## config.mk

```make
export PLATFORM = sky130hd
export DESIGN_NAME = spike_window_counter
export DESIGN_NICKNAME = d
export VERILOG_FILES = /design/src/rtl/spike_cnt_pkg.sv /design/src/rtl/spike_win_ring.sv /design/src/rtl/spike_window_counter.sv
export SDC_FILE = /design/constraint.sdc
export NUM_CORES = 1
export LEC_CHECK = 0
export CAP_MARGIN = 20
export CORE_MARGIN = 3
export CORE_UTILIZATION = 45
export CTS_BUF_LIST = sky130_fd_sc_hd__clkbuf_8
export DETAILED_ROUTE_END_ITERATION = 8
export PLACE_DENSITY = 0.83
export SYNTH_ARGS = -nofsm -noshare
export SYNTH_HDL_FRONTEND = slang
export SYNTH_SLANG_ARGS = --single-unit
```

## constraint.sdc

```tcl
create_clock -name clk -period 1.95 [get_ports clk]
set_input_delay 0.2925 -clock clk [delete_from_list [all_inputs] [get_ports clk]]
set_output_delay 0.2925 -clock clk [all_outputs]
set_load 0.01 [all_outputs]
```

## src/rtl/spike_cnt_pkg.sv

```systemverilog
// Shared constants and helpers for the spike window counter.
package spike_cnt_pkg;

   localparam int CNT_W_DEF    = 16;
   localparam int WIN_LOG2_DEF = 4;
   localparam int OUT_W        = 32;

   // Saturating increment on a zero-extended value; callers truncate to their width.
   function automatic logic [31:0] sat_inc(input logic [31:0] val,
                                           input logic [31:0] max_val,
                                           input logic        inc);
      logic [31:0] res;
      if (inc && (val != max_val)) begin
         res = val + 32'd1;
      end else begin
         res = val;
      end
      return res;
   endfunction

endpackage

```

## src/rtl/spike_win_ring.sv

```systemverilog
// Ring of the last 2^DEPTH_LOG2 step counts with write pointer and fill tracking.
module spike_win_ring
   import spike_cnt_pkg::*;
#(
   parameter int DEPTH_LOG2 = WIN_LOG2_DEF,
   parameter int W          = CNT_W_DEF
) (
   input  logic         clk,
   input  logic         rst_n,
   input  logic         clr,
   input  logic         wr_en,
   input  logic [W-1:0] wr_data,
   output logic [W-1:0] rd_data,
   output logic         full
);

   localparam int DEPTH  = 1 << DEPTH_LOG2;
   localparam int FILL_W = DEPTH_LOG2 + 1;
   localparam logic [FILL_W-1:0] FILL_MAX = FILL_W'(DEPTH);

   logic [W-1:0]            ring_r [DEPTH];
   logic [DEPTH_LOG2-1:0]   wr_ptr_r;
   logic [FILL_W-1:0]       fill_r;
   logic                    full_r;

   // Oldest entry is read from the slot about to be overwritten (pre-write value).
   assign rd_data = ring_r[wr_ptr_r];
   assign full    = full_r;

   // Ring storage and write pointer.
   always_ff @(posedge clk or negedge rst_n) begin
      if (!rst_n) begin
         for (int i = 0; i < DEPTH; i++) ring_r[i] <= {W{1'b0}};
         wr_ptr_r <= {DEPTH_LOG2{1'b0}};
      end else if (clr) begin
         for (int i = 0; i < DEPTH; i++) ring_r[i] <= {W{1'b0}};
         wr_ptr_r <= {DEPTH_LOG2{1'b0}};
      end else if (wr_en) begin
         ring_r[wr_ptr_r] <= wr_data;
         wr_ptr_r         <= wr_ptr_r + DEPTH_LOG2'(1);
      end else begin
         wr_ptr_r <= wr_ptr_r;
      end
   end

   // Fill counter stops at the ring depth; full flag is registered alongside it.
   always_ff @(posedge clk or negedge rst_n) begin
      if (!rst_n) begin
         fill_r <= {FILL_W{1'b0}};
         full_r <= 1'b0;
      end else if (clr) begin
         fill_r <= {FILL_W{1'b0}};
         full_r <= 1'b0;
      end else if (wr_en && (fill_r != FILL_MAX)) begin
         fill_r <= fill_r + FILL_W'(1);
         full_r <= ((fill_r + FILL_W'(1)) == FILL_MAX);
      end else begin
         fill_r <= fill_r;
         full_r <= full_r;
      end
   end

endmodule

```

## src/rtl/spike_window_counter.sv

```systemverilog
// Per-step spike counter with optional sliding-window sum (enabled by SPIKE_CNT_WINDOW_EN).
module spike_window_counter
   import spike_cnt_pkg::*;
#(
   parameter int CNT_W    = CNT_W_DEF,
   parameter int WIN_LOG2 = WIN_LOG2_DEF
) (
   input  logic             clk,
   input  logic             reset_n,
   input  logic             spike_in,
   input  logic             tick,
   input  logic             clear,
   output logic [OUT_W-1:0] step_cnt_out,
   output logic [OUT_W-1:0] win_sum_out,
   output logic             out_valid,
   output logic             win_full
);

   localparam logic [CNT_W-1:0] ACC_MAX = {CNT_W{1'b1}};

   if ((WIN_LOG2 < 1) || (WIN_LOG2 > 6)) begin : g_bad_win
      $error("spike_window_counter: WIN_LOG2 out of range 1..6");
   end

   logic [CNT_W-1:0] acc_r;
   logic [CNT_W-1:0] acc_inc_s;
   logic [OUT_W-1:0] step_cnt_r;
   logic             valid_r;

   // acc + spike_in with saturation; on a tick this is the closing count.
   assign acc_inc_s = CNT_W'(sat_inc(OUT_W'(acc_r), OUT_W'(ACC_MAX), spike_in));

   // Accumulator and per-step output registers; clear outranks tick.
   always_ff @(posedge clk or negedge reset_n) begin
      if (!reset_n) begin
         acc_r      <= {CNT_W{1'b0}};
         step_cnt_r <= {OUT_W{1'b0}};
         valid_r    <= 1'b0;
      end else if (clear) begin
         acc_r      <= {CNT_W{1'b0}};
         step_cnt_r <= {OUT_W{1'b0}};
         valid_r    <= 1'b0;
      end else if (tick) begin
         acc_r      <= {CNT_W{1'b0}};
         step_cnt_r <= OUT_W'(acc_inc_s);
         valid_r    <= 1'b1;
      end else begin
         acc_r      <= acc_inc_s;
         step_cnt_r <= step_cnt_r;
         valid_r    <= 1'b0;
      end
   end

   assign step_cnt_out = step_cnt_r;
   assign out_valid    = valid_r;

`ifdef SPIKE_CNT_WINDOW_EN
   localparam int SUM_W = CNT_W + WIN_LOG2;

   logic [CNT_W-1:0] old_s;
   logic             full_s;
   logic [SUM_W-1:0] win_sum_r;

   spike_win_ring #(
      .DEPTH_LOG2 (WIN_LOG2),
      .W          (CNT_W)
   ) u_ring (
      .clk     (clk),
      .rst_n   (reset_n),
      .clr     (clear),
      .wr_en   (tick),
      .wr_data (acc_inc_s),
      .rd_data (old_s),
      .full    (full_s)
   );

   // Running window sum; unfilled slots read as zero so no fill special case.
   always_ff @(posedge clk or negedge reset_n) begin
      if (!reset_n) begin
         win_sum_r <= {SUM_W{1'b0}};
      end else if (clear) begin
         win_sum_r <= {SUM_W{1'b0}};
      end else if (tick) begin
         win_sum_r <= win_sum_r + SUM_W'(acc_inc_s) - SUM_W'(old_s);
      end else begin
         win_sum_r <= win_sum_r;
      end
   end

   assign win_sum_out = OUT_W'(win_sum_r);
   assign win_full    = full_s;
`else
   assign win_sum_out = {OUT_W{1'b0}};
   assign win_full    = 1'b0;
`endif

endmodule

```

# Yosys cells after proc, flatten, opt, wreduce, memory -nomap -nowiden
# Index checks and enable logic that the tools add are counted.
# Widths: inputs -> output; s select.
op_classes:
  mul: 0
  bitwise_logic: 0
  reduce_logical: 2
  div: 0
  mux: 7
  n_addsub: 1
  n_lt_le_gt_ge: 0
  n_eq_ne: 1
  n_shift: 0
op_table:
  columns: ["operator", "n"]
  rows:
  - ["$mux 32", 2]
  - ["$mux 16", 3]
  - ["$add 16x1->16 const B", 1]
  - ["$ne 16x16->1 const B", 1]
  - ["$mux 1", 2]
  - ["$reduce_bool 2->1", 1]
  - ["$logic_and 1x1->1", 1]
totals:
  latch_bits: 0
  mem_bits_ro: 0
  mem_count: 0
  output_inout_bits: 66
  ram_bits: 0
  inputBits: 5
  ff_bits: 49

# Depth between registers and ports, before layout
logic_depth:
  word_depth: 5
  ltp_mapped: 6
  depth_no_buf: 5

# Worst setup path before layout
# OpenSTA, ideal clock, no wires.
synth_timing:
  path_type: "reg2reg"
  start: "register acc_r[0]"
  end: "register step_cnt_r[13] (netlist: step_cnt_out[13])"
  setup_slack_ns: 0.198
  path_buffers: 0
  stages_incl_launch_ff: 6
  setup_ns: 0.099
  synth_period_minus_slack_ns: 1.752
  t_required_ns: 1.851
  arrival_ns: 1.652
  path_cell_list: "dfrtp_1 > ha_1 > nand4_1 > nor2_1 > or4_4 > a311oi_1"
synth_between:
  elab_chain_cells: 5
  elab_cells_between_ends: 6
  cone_classes: "add/sub: 1; eq/ne: 1; mux: 3; reduce/logical: 1"
synth_rtl:
  columns: ["element", "line_no", "rtl"]
  rows:
  - ["start, declared", "spike_window_counter.sv:25", "logic [CNT_W-1:0] acc_r;"]
  - ["start signal, assigned", "spike_window_counter.sv:36", "acc_r <= {CNT_W{1'b0}};"]
  - ["start signal, assigned", "spike_window_counter.sv:40", "acc_r <= {CNT_W{1'b0}};"]
  - ["start signal, assigned", "spike_window_counter.sv:44", "acc_r <= {CNT_W{1'b0}};"]
  - ["branches (longest 2 deep; another with $add 16x1->16)", null, null]
  - ["$mux 16 (*)", "spike_cnt_pkg.sv:13", "if (inc && (val != max_val)) begin"]
  - ["$mux 32 (*)", "spike_window_counter.sv:43", "end else if (tick) begin"]
  - ["$mux 32 (*)", "spike_window_counter.sv:39", "end else if (clear) begin"]
  - ["end signal, assigned", "spike_window_counter.sv:37", "step_cnt_r <= {OUT_W{1'b0}};"]
  - ["end signal, assigned", "spike_window_counter.sv:41", "step_cnt_r <= {OUT_W{1'b0}};"]
  - ["end signal, assigned", "spike_window_counter.sv:45", "step_cnt_r <= OUT_W'(acc_inc_s);"]
  - ["end, declared", "spike_window_counter.sv:27", "logic [OUT_W-1:0] step_cnt_r;"]
# Every way passes the cells marked *. The select of a mux whose other input is x is not followed.
# A chain may end at the register's enable or synchronous reset.

# Final worst setup path
layout_timing:
  start: "register acc_r[0]"
  end: "register step_cnt_r[0] (netlist: step_cnt_out[0])"
# The elaborated chain is that of the path after synthesis.

==> results.md <==
- Antenna violations before repair: 0
- Skew-Pair Late Insertion Delay: 0.29 ns
- Final hold violation count: 0
- Detailed Place HPWL: 3.21 mm
- WS Path Type: flop to flop
- Min-Delay Path Class: input port to async pin
- First-pass GRT wire length: 7.25 mm
- # DRC: 0
- Setup slack after layout: 0.140 ns
- Post-synth EDFFs: 0
- DP Worst Slack: -0.0394 ns
- Routability congestion estimate: 0.900
- CP Launch Type: flop
- R2r setup slk: 0.14 ns
- Initial drt markers: 125
- Vias in the first global route: 1506
- Max Clock Freq: 0.552 GHz
- Initial Utilization: 0.472
- Clock sinks: 33
- Fraction of layout cells with a size suffix above 1: 0.155
- Area contributors post-synth: dfrtp_1 (40%), buf_4 (19%), nor2_1 (3.4%)
- Routed length per instance: 14.2 µm
- Post-Syn Area: 2070 µm²
- Ys async rst share: 1.00
- Largest net degree at the start of global routing: 34
- Overall routing resource usage: 0.172
- RR Endpoint: step_cnt_out[0]
- Synth unique cells: 48
- Pre-antenna DRT Iters: 4
- Post-Layout Cell Count: 316
- Placed cell count: 307
- Routed via count: 1663
- VDD IR max: 0.409 mV
- Max Slew Vio Count: 0
- DIE AREA: 5450 µm²
- Routed WL: 4.48 mm
- H-tree Lvls: 2
- Worst Path Required: 2.12 ns
- Area Overhead vs Synth: 15.9%
- FF-to-FF path depth: 6
- Status: complete, no violations
- Core Area: 4380 µm²
- Endpoints failing setup: 0
- Num CTS Buffers: 5
- Synthesized area per cell: 9.16 µm²
- Synthesis-stage register bit count: 33
- Final worst-path cycle share: 0.928
- Final #Nets: 269
- Chip width: 73.8 µm
- Top cell type's share of synthesized area: 0.399
- Die height: 73.8 µm
- CTS root buffer: clkbuf_8
- Clk slew on worst S/H paths: 0.08 ns
- Vias per cell: 5.26
- Met3 WL: 318 µm
- Critical Path AT: 1.98 ns
- Top FF cell, synth: dfrtp_1
- Post-synthesis sequential area ratio: 0.399
- Crit path time final: 1.81 ns
- Highest net fanout along the worst path: 4
- Max-cap viol count: 0
- Leakage: 1.08 nW
- Reg2reg start: acc_r[0]
- IO Port Bufs: 21
- Io pins: 71
- Wl on met1: 2.01 mm
- ANT cells: 0
- Crit. End Element: flop
- Post-Syn Instances: 226
- Clk_skew: 0.0107 ns
- Rows: 24
- Wire length on met2: 2.09 mm
- Clock Tree Buf Depth: 2
- Highest metal used: met4
- Power per Cell Area: 636 nW/µm²
- Global route total overflow: 0
- Leading area contributor after synthesis: dfrtp_1
- CTS tree: built
- Hold Buf Count CTS: 0
- Yosys warns: 0
- ANT nets after route: 0
==> worst max-delay path: stages (launching register included) <==
cell and delay, ns:
dfrtp_1 0.41, ha_2 0.22, nand4_1 0.17, buf_4 0.21, o41ai_4 0.29, xor2_1 0.28
o21ai_1 0.11
==> synth_stat cells, types with 4 or more instances <==
cell type,n
nor2_1,19
buf_4,52
nand2_1,12
dfrtp_1,33
o21ai_0,6
or3_1,5
nand4_1,7
nand3_1,11
a21oi_1,12
o211ai_1,4
clkbuf_1,5
==> state kept, by name, indices dropped and copies added, names as in the netlist <==
signal	count
acc_r	16
out_valid	1
step_cnt_out	16
==> how the worst max path moves through the flow <==
stage	from	to	slack, ns	depth (start not counted)
after global placement	spike_in	step_cnt_out[9]	-0.007	5
after global routing	acc_r[0]	step_cnt_out[1]	-0.001	6
final	acc_r[0]	step_cnt_out[0]	0.14	6
after detailed placement	spike_in	step_cnt_out[9]	-0.04	5
after floorplan	acc_r[0]	step_cnt_out[13]	0.20	5
after CTS	acc_r[0]	step_cnt_out[7]	0.05	6
==> routing by layer <==
metal  vias up  track usage
li1        798            -
met1       786        0.233
met2        70        0.266
met3         9       0.0465
met4         0       0.0563
met5         -            0
==> area by class of cell <==
type                    count  area [µm²]
clock buffers               6        82.6
clock inverters             2        37.5
well taps                  52        65.1
inverters                   4        15.0
flip-flops and latches     33         826
multi-input cells         177        1010
fillers                   410        1980
repair buffers             42         368
==> layout by cell type, fill, tap and decap left out, types with 4 or more instances in the layout <==
master and instances:
nand2_1 12, buf_4 21, or3_1 5, conb_1 49, o21ai_0 6, nand4_1 7, clkbuf_8 6, o211ai_1 4
a21oi_1 12, nor2_1 19, clkdlybuf4s50_1 21, dfrtp_1 33, nand3_1 11
==> cell families after synthesis <==
family | count (synthesis) | share of synthesized area
xor gates and xnor gates | 2 | 0.00846
buffers and inverters | 64 | 0.212
muxes | 1 | 0.00483
adders and majority gates | 1 | 0.00604
DFF | 33 | 0.399
and+or+nand+nor | 76 | 0.203
other | 1 | 0.00181
AOI/OAI and AO/OA | 48 | 0.165
==> per-stage QoR <==
step	utilization	instance area [µm²]	hold slack, ns	TNS [ns]	total power, mW
2_1_floorplan	-	2250	-0.00309	0	0.867
3_3_place_gp	0.514	2250	0.470	-0.00989	0.855
3_5_place_dp	0.514	2250	0.480	-0.124	0.857
4_1_cts	0.541	2370	0.405	0	1.54
5_1_grt	0.547	2400	0.430	-0.000971	1.58
6_report	0.547	2400	0.393	0	1.53
==> report_power, final <==
part	internal, mW	switching, mW
clock network	0.415	0.263
logic	0.0436	0.102
registers	0.694	0.00612
total	1.15	0.372
==> what timing repair did <==
action,CTS,global route
setup buffers,0,1
gates resized for setup,0,3
endpoints found under the setup margin,0,10
(Power assumes the default switching activity.)
